==> src/rtl/data_sram_like_bridge_pkg.sv <==
// Shared encodings for the data-side SRAM-to-sram-like bus bridge and its wen decoder.
package data_sram_like_bridge_pkg;

  typedef enum logic [2:0] {
    S_IDLE  = 3'd0,
    S_REQ   = 3'd1,
    S_WAIT  = 3'd2,
    S_DONE  = 3'd3,
    S_DRAIN = 3'd4
  } state_e;

  localparam logic [1:0] SIZE_BYTE = 2'd0;
  localparam logic [1:0] SIZE_HALF = 2'd1;
  localparam logic [1:0] SIZE_WORD = 2'd2;

endpackage

==> src/rtl/dsram_wen_decode.sv <==
// Maps SRAM byte write enables to an sram-like transfer size and the low two address bits.
module dsram_wen_decode
  import data_sram_like_bridge_pkg::*;
(
  input  logic [3:0] wen,
  output logic [1:0] size,
  output logic [1:0] addr_lo
);

  always_comb begin
    // NOTE: every output gets a value before the case so no path can infer a latch.
    size    = SIZE_WORD;
    addr_lo = 2'd0;
    case (wen)
      4'b0001: begin size = SIZE_BYTE; addr_lo = 2'd0; end
      4'b0010: begin size = SIZE_BYTE; addr_lo = 2'd1; end
      4'b0100: begin size = SIZE_BYTE; addr_lo = 2'd2; end
      4'b1000: begin size = SIZE_BYTE; addr_lo = 2'd3; end
      4'b0011: begin size = SIZE_HALF; addr_lo = 2'd0; end
      4'b1100: begin size = SIZE_HALF; addr_lo = 2'd2; end
      // Loads, full words and sparse strobe patterns all go out as aligned words.
      default: ;
    endcase
  end

endmodule

==> src/rtl/data_sram_like_bridge.sv <==
// Converts the CPU's single-cycle data-SRAM port into a handshaked sram-like bus access.
// Define DSRAM_BRIDGE_POSTED_WRITE_EN to let stores complete to the CPU on address acceptance.
module data_sram_like_bridge
  import data_sram_like_bridge_pkg::*;
#(
  parameter int ADDR_W = 32,
  parameter int DATA_W = 32
) (
  input  logic              clk,
  input  logic              resetn,
  input  logic              cpu_en,
  input  logic [3:0]        cpu_wen,
  input  logic [ADDR_W-1:0] cpu_addr,
  input  logic [DATA_W-1:0] cpu_wdata,
  input  logic              cpu_cancel,
  output logic [DATA_W-1:0] cpu_rdata,
  output logic              cpu_stall,
  output logic              req,
  output logic              wr,
  output logic [1:0]        size,
  output logic [ADDR_W-1:0] addr,
  output logic [DATA_W-1:0] wdata,
  output logic [3:0]        wstrb,
  input  logic              addr_ok,
  input  logic [DATA_W-1:0] rdata,
  input  logic              data_ok
);

  localparam logic [ADDR_W-1:0] LANE_MASK = ADDR_W'(3);

  state_e            state_q, state_d;
  logic              req_q, req_d;
  logic              wr_q, wr_d;
  logic [1:0]        size_q, size_d;
  logic [ADDR_W-1:0] addr_q, addr_d;
  logic [DATA_W-1:0] wdata_q, wdata_d;
  logic [3:0]        wstrb_q, wstrb_d;
  logic [DATA_W-1:0] rdata_q, rdata_d;
  logic [1:0]        dec_size;
  logic [1:0]        dec_addr_lo;
  logic              post_busy;

  dsram_wen_decode u_wen_decode (
    .wen     (cpu_wen),
    .size    (dec_size),
    .addr_lo (dec_addr_lo)
  );

`ifdef DSRAM_BRIDGE_POSTED_WRITE_EN
  localparam bit POSTED_EN = 1'b1;
  logic posted_q, posted_d;

  // A posted store is still owed a data_ok; new accesses wait in IDLE until it lands.
  always_comb begin
    posted_d = posted_q;
    if (data_ok) posted_d = 1'b0;
    if (state_q == S_REQ && addr_ok && wr_q) posted_d = 1'b1;
  end

  always_ff @(posedge clk) begin
    if (!resetn) posted_q <= 1'b0;
    else         posted_q <= posted_d;
  end

  assign post_busy = posted_q;
`else
  localparam bit POSTED_EN = 1'b0;
  assign post_busy = 1'b0;
`endif

  always_comb begin
    state_d = state_q;
    req_d   = req_q;
    wr_d    = wr_q;
    size_d  = size_q;
    addr_d  = addr_q;
    wdata_d = wdata_q;
    wstrb_d = wstrb_q;
    rdata_d = rdata_q;
    case (state_q)
      S_IDLE: begin
        if (cpu_en && !cpu_cancel && !post_busy) begin
          state_d = S_REQ;
          req_d   = 1'b1;
          wr_d    = |cpu_wen;
          size_d  = dec_size;
          addr_d  = (cpu_addr & ~LANE_MASK) | ADDR_W'(dec_addr_lo);
          wdata_d = cpu_wdata;
          wstrb_d = cpu_wen;
        end
      end
      S_REQ: begin
        if (addr_ok) begin
          req_d = 1'b0;
          if (POSTED_EN && wr_q) state_d = S_DONE;
          else if (cpu_cancel)   state_d = S_DRAIN;
          else                   state_d = S_WAIT;
        end else if (cpu_cancel) begin
          req_d   = 1'b0;
          state_d = S_IDLE;
        end
      end
      S_WAIT: begin
        // A beat arriving together with cancel is simply dropped.
        if (cpu_cancel) begin
          state_d = data_ok ? S_IDLE : S_DRAIN;
        end else if (data_ok) begin
          state_d = S_DONE;
          if (!wr_q) rdata_d = rdata;
        end
      end
      S_DRAIN: if (data_ok) state_d = S_IDLE;
      S_DONE:  state_d = S_IDLE;
      default: state_d = S_IDLE;
    endcase
  end

  always_ff @(posedge clk) begin
    // NOTE: sequential state uses non-blocking assignment so all flops update from pre-edge values.
    if (!resetn) begin
      state_q <= S_IDLE;
      req_q   <= 1'b0;
      wr_q    <= 1'b0;
      size_q  <= SIZE_BYTE;
      addr_q  <= '0;
      wdata_q <= '0;
      wstrb_q <= 4'd0;
      rdata_q <= '0;
    end else begin
      state_q <= state_d;
      req_q   <= req_d;
      wr_q    <= wr_d;
      size_q  <= size_d;
      addr_q  <= addr_d;
      wdata_q <= wdata_d;
      wstrb_q <= wstrb_d;
      rdata_q <= rdata_d;
    end
  end

  assign cpu_stall = !cpu_cancel &&
                     ((state_q == S_IDLE && cpu_en) || state_q == S_REQ || state_q == S_WAIT);
  assign cpu_rdata = rdata_q;
  assign req       = req_q;
  assign wr        = wr_q;
  assign size      = size_q;
  assign addr      = addr_q;
  assign wdata     = wdata_q;
  assign wstrb     = wstrb_q;

endmodule

==> config.mk <==
export PLATFORM = sky130hd
export DESIGN_NAME = data_sram_like_bridge
export DESIGN_NICKNAME = d
export VERILOG_FILES = /design/src/rtl/data_sram_like_bridge_pkg.sv /design/src/rtl/dsram_wen_decode.sv /design/src/rtl/data_sram_like_bridge.sv
export SDC_FILE = /design/constraint.sdc
export NUM_CORES = 1
export LEC_CHECK = 0
export CORE_ASPECT_RATIO = 1.25
export CORE_MARGIN = 10
export CORE_UTILIZATION = 35
export DETAILED_ROUTE_END_ITERATION = 10
export GPL_ROUTABILITY_DRIVEN = 0
export PLACE_DENSITY = 0.88
export SLEW_MARGIN = 20
export SYNTH_ARGS = -nofsm -noshare
export SYNTH_HDL_FRONTEND = slang
export SYNTH_SLANG_ARGS = --single-unit
==> constraint.sdc <==
create_clock -name clk -period 1.9 [get_ports clk]
set_clock_uncertainty 0.15 [all_clocks]
set_input_delay 0.285 -clock clk [delete_from_list [all_inputs] [get_ports clk]]
set_output_delay 0.285 -clock clk [all_outputs]
set_load 0.02 [all_outputs]
* After elaboration in Yosys (flattened, before gate mapping)
Cells that the tools add are included.
W data, S select, Z words.
** Cells by class
- Eq/ne operators :: 13
- Multiplexer cells :: 15
- Reduce and logical (&&, ||, !) cells :: 16
- Bitwise logic cells :: 3
** Operator list (count)
- $or A32 B2 Y32 :: 1
- $mux W3 :: 8
- $pmux W3 S4 :: 1
- $eq A4 B2 Y1 const B :: 2
- $eq A4 B4 Y1 const B :: 2
- $reduce_and A4 Y1 :: 2
- $reduce_or A4 Y1 :: 2
- $ne A3 B3 Y1 const B :: 2
- $pmux W2 S3 :: 1
- $eq A4 B1 Y1 const B :: 1
- $eq A4 B3 Y1 const B :: 1
- $ne A2 B2 Y1 const B :: 2
- $pmux W2 S2 :: 1
- $reduce_or A2 Y1 :: 2
- $eq A3 B1 Y1 const B :: 1
- $eq A3 B2 Y1 const B :: 1
- $eq A3 B3 Y1 const B :: 1
- $logic_and A1 B1 Y1 :: 3
- $logic_not A3 Y1 :: 1
- $mux W1 :: 3
- $reduce_and A3 Y1 :: 1
- $logic_or A1 B1 Y1 :: 2
- $not A1 Y1 :: 2
- $pmux W1 S2 :: 1
- other kinds (3) :: 3
** Word-level totals
- Bits of input ports :: 106
- Logic and storage cells :: 55
- Bits in registers :: 107

* Depth between registers and ports, before layout
- Word-level depth :: 5
- Mapped depth :: 7
- Mapped depth without buffers :: 4

* Modules after synthesis
From an unflattened synthesis, not the netlist that was laid out.
** Second synthesis, totals
- Cells, all modules :: 487
- Area, all modules :: 4242.8 sq um
** By module, submodules not included
- data_sram_like_bridge :: area each 4189.0 sq um, sequential area each 2142.1 sq um, times used 1, cells each 479
- dsram_wen_decode :: area each 53.8 sq um, sequential area each 0.0 sq um, times used 1, cells each 8

* Least setup slack after synthesis
Ideal clock, no wire load.
- Path kind :: flip-flop to output port
- Start point :: reg state_q[1]
- End point :: out cpu_stall
- Arrival time :: 1.841 ns
- Stages on the path, launching flop included :: 4
- Slack :: -0.376 ns
- Buffers on the path :: 1
- Cell sequence :: dfxtp_1 -> buf_1 -> nor3_1 -> a2111oi_0
** Between the ends
- Longest elaborated chain between the ends :: 5
** RTL lines
- start: declaration :: line data_sram_like_bridge.sv:31 : state_e state_q, state_d;
- start signal: assignment :: line data_sram_like_bridge.sv:130 : state_q <= state_d;
- $logic_not A3 Y1 :: line data_sram_like_bridge.sv:142 : ((state_q == S_IDLE && cpu_en) || state_q == S_REQ || state_q == S_WAIT);
- $logic_and A1 B1 Y1 :: line data_sram_like_bridge.sv:142
- $logic_or A1 B1 Y1 :: line data_sram_like_bridge.sv:142
- $logic_or A1 B1 Y1 * :: line data_sram_like_bridge.sv:142
- $logic_and A1 B1 Y1 * :: line data_sram_like_bridge.sv:141 : assign cpu_stall = !cpu_cancel &&
- end: declaration :: line data_sram_like_bridge.sv:17 : output logic cpu_stall,
Mark *: on every way between the ends. The rest lies on a longest branch, timed or not.

* Final worst setup path
- Start point :: reg state_q[1]
- End point :: reg addr_q[0] (netlist: addr[0])
** Between the ends
- Longest elaborated chain between the ends :: 2
** RTL lines
- $logic_not A3 Y1 :: line data_sram_like_bridge.sv:80 : case (state_q)
- $reduce_and A2 Y1 (no source line)
- end signal: assignment :: line data_sram_like_bridge.sv:134 : addr_q <= addr_d;
- end: declaration :: line data_sram_like_bridge.sv:35 : logic [ADDR_W-1:0] addr_q, addr_d;
No other way between the ends.
A chain may end at the register's enable or synchronous reset.

==> impl_metrics.yaml <==
run_status:
  outcome: "complete, no violations"
floorplan:
  core.rowCount: 42
  die_area_um2: 15500
  die_x_um: 113
  pin_count: 211
  initial_utilization_pct: 35.9
  core-area_um2: 10600
  die_h_um: 137
sta:
  fmax_mhz: 538
  tightest_slew_ns: 0.503
  rsz0062_at_grt: "no"
  min_period_over_period_pct: 97.7
  slew_viol_final: 0
  setup_viol: 0
  relSlewSlack_pct: 66.4
  hold_viol_final: 0
  min_period_ns: 1.86
  fin_tns_setup_ns: 0
  worst_hold_slack_ns: 0.303
job:
  drv_cap: 0
clock_tree:
  cts.path.max_buffers: 2
  worstSkewPairLatency_ns: 0.33
  cts_setup_buffers: 0
  clk_pin_slew_worst_paths_ns: 0.07
  htree_num_levels: 3
  cts_made_buffers: 9
  clk_root_buffer_cell: "clkbuf_16"
  cts_tree: "yes"
  cts.sinks: 107
routing:
  vias: 3979
  drc: 0
  vias_per_cell: 4.82
  first_iter_violations: 216
  first_pass_iters: 4
  drt-total-wl_um: 13400
  wl_per_cell_um: 16.2
  postRouteAntennaNets: 0
worst_hold_path:
  hold_path_class: "reg2reg"
  min_from: "addr[10]"
  hold_depth: 2
  hold-path-endpoint: "addr[10]"
yosys:
  synthesis.nets: 594
  yosysWarningCount: 0
  synthFlopType: "dfxtp_1"
  synth_top_cell_by_area: "dfxtp_1"
  synth_most_common_cell: "nand2_1"
  synth_top_area_share_pct: 56.1
  netlist_instances: 488
  synthTopCellsByArea: "dfxtp_1, nand2_1, a21oi_1"
  synth_edf_count: 0
  avgSynthCellArea_um2: 7.82
  yosys_register_bits: 107
  async_flop_share_pct: 0
  ys_seq_area_share_pct: 56.1
  synthTopCellsByCount: "nand2_1, dfxtp_1, a21oi_1"
  synthesis.area_um2: 3810
  synth_cell_types: 29
setup_path:
  startpoint_type: "register"
  reg2regPathDepth: 3
  required_ns: 2.02
  rr_startpoint: "state_q[1]"
  r2r_setup_slack_ns: 0.04
  regToRegEndpoint: "addr[0]"
  path_max_fanout: 4
  path_class: "reg2reg"
  critPathCaptureType: "register"
  arrival_ns: 1.97
power_and_ir_drop:
  swShare_pct: 27.5
  p_seq_share_pct: 44.2
  p_per_area_nw_per_um2: 880
  p_leak_nw: 2.26
  max-vdd-ir-drop_mv: 0.493
  p_int_mw: 4.12
  pwr-share-clk_pct: 32.1
  power.net_switching_mw: 1.56
  combinationalPowerShare_pct: 23.7
  power_mw: 5.68
global_routing:
  grt_max_degree: 70
  grt_first_pass_wirelength_um: 21200
  grt_pass1_vias: 4263
  antenna_found_initial: 0
  overflow: 0
  grtUsageTotal_pct: 16.6
place:
  io_buffers: 208
  post-dp-hpwl_um: 10400
cells_and_area:
  final_nets: 794
  final_core_util_pct: 60.9
  drive_above_1_share_pct: 5.63
  area_growth_pct: 69.4
  diodes: 0
## cell families after synthesis
logic type	share of synthesized area, %
AOI/OAI and AO/OA	15.2
DFF	56.1
xor gates and xnor gates	0.230
buffers and inverters	4.00
muxes	0.787
and+or+nand+nor	23.6
## sequential cells by signal, summed over array words and instances, names as in the netlist
name	count
size	2
wdata	32
cpu_rdata	32
req	1
wr	1
addr	32
state_q	3
wstrb	4
## worst max path at each step
stage	startpoint	to	slack, ns	cells after the start
finish	state_q[1]	addr[0]	0.04	3
global route	state_q[1]	addr[0]	0.008	3
CTS	state_q[1]	addr[0]	0.02	3
detailed placement	cpu_cancel	wdata[28]	-0.46	6
global placement	cpu_cancel	addr[11]	-0.42	6
floorplan	state_q[2]	addr[0]	0.04	5
## worst max-delay path, cell delays in order (launching register included)
cell and delay (ns):
dfxtp_2 0.35, or4_2 0.66, or4_1 0.48, a21oi_1 0.15
## power groups by stage
stage / sequential, mW / combinational, mW / clock, mW
2_1_floorplan: 2.72 / 0.446 / 0
3_3_place_gp: 2.55 / 1.30 / 0
3_5_place_dp: 2.56 / 1.34 / 0
4_1_cts: 2.51 / 1.34 / 1.87
5_1_grt: 2.53 / 1.45 / 1.95
6_report: 2.51 / 1.35 / 1.83
## area by class of cell
| cell class | instances | area [um^2] |
|---|---|---|
| Sequential cell | 107 | 2140 |
| Clock buffer | 14 | 254 |
| Multi-Input combinational cell | 343 | 1570 |
| Fill cell | 896 | 4150 |
| Timing Repair Buffer | 225 | 2280 |
| Tap cell | 132 | 165 |
| Clock inverter | 2 | 35.0 |
| Inverter | 2 | 8.76 |
## per-layer routing
layer	vias to the layer above	global-route usage [%]	wire length, um
met5	-	0	0
met4	0	5.72	281
met3	23	8.94	1510
met2	156	30.0	6940
met1	1811	15.6	4630
li1	1989	-	-
## placed cells by master (no fill, tap or decap), drive strengths merged
| cell type | count |
|---|---|
| clkinv | 2 |
| dfxtp | 107 |
| and2 | 1 |
| nand3b | 1 |
| a211oi | 3 |
| o31ai | 1 |
| o211ai | 1 |
| nor3 | 3 |
| clkdlybuf4s50 | 205 |
| o21ai | 3 |
| nand2 | 203 |
| buf | 18 |
| or3b | 1 |
| nor4bb | 1 |
| or4 | 2 |
| a31oi | 2 |
| inv | 1 |
| a2111oi | 1 |
| xnor2 | 1 |
| clkbuf | 14 |
| mux2i | 3 |
| bufinv | 1 |
| nor4 | 3 |
| nand2b | 1 |
| nor2 | 9 |
| dlygate4sd2 | 2 |
| a21oi | 101 |
| and3 | 2 |
## per-stage QoR
| step | cell area (um^2) | setup slack (ns) | std cells |
|---|---|---|---|
| after detailed placement | 6140 | -0.460 | 809 |
| after floorplan | 3820 | 0.0409 | 488 |
| final | 6460 | 0.0428 | 825 |
| after global routing | 6460 | 0.00797 | 825 |
| after CTS | 6430 | 0.0193 | 825 |
| after global placement | 6140 | -0.423 | 809 |
## what timing repair did
action                     CTS  global route
resized for setup           10             5
setup endpoints to repair   70            34
hold endpoints to repair     0             0
hold buffers                 0             0
Power figures use the tool's default switching activity.
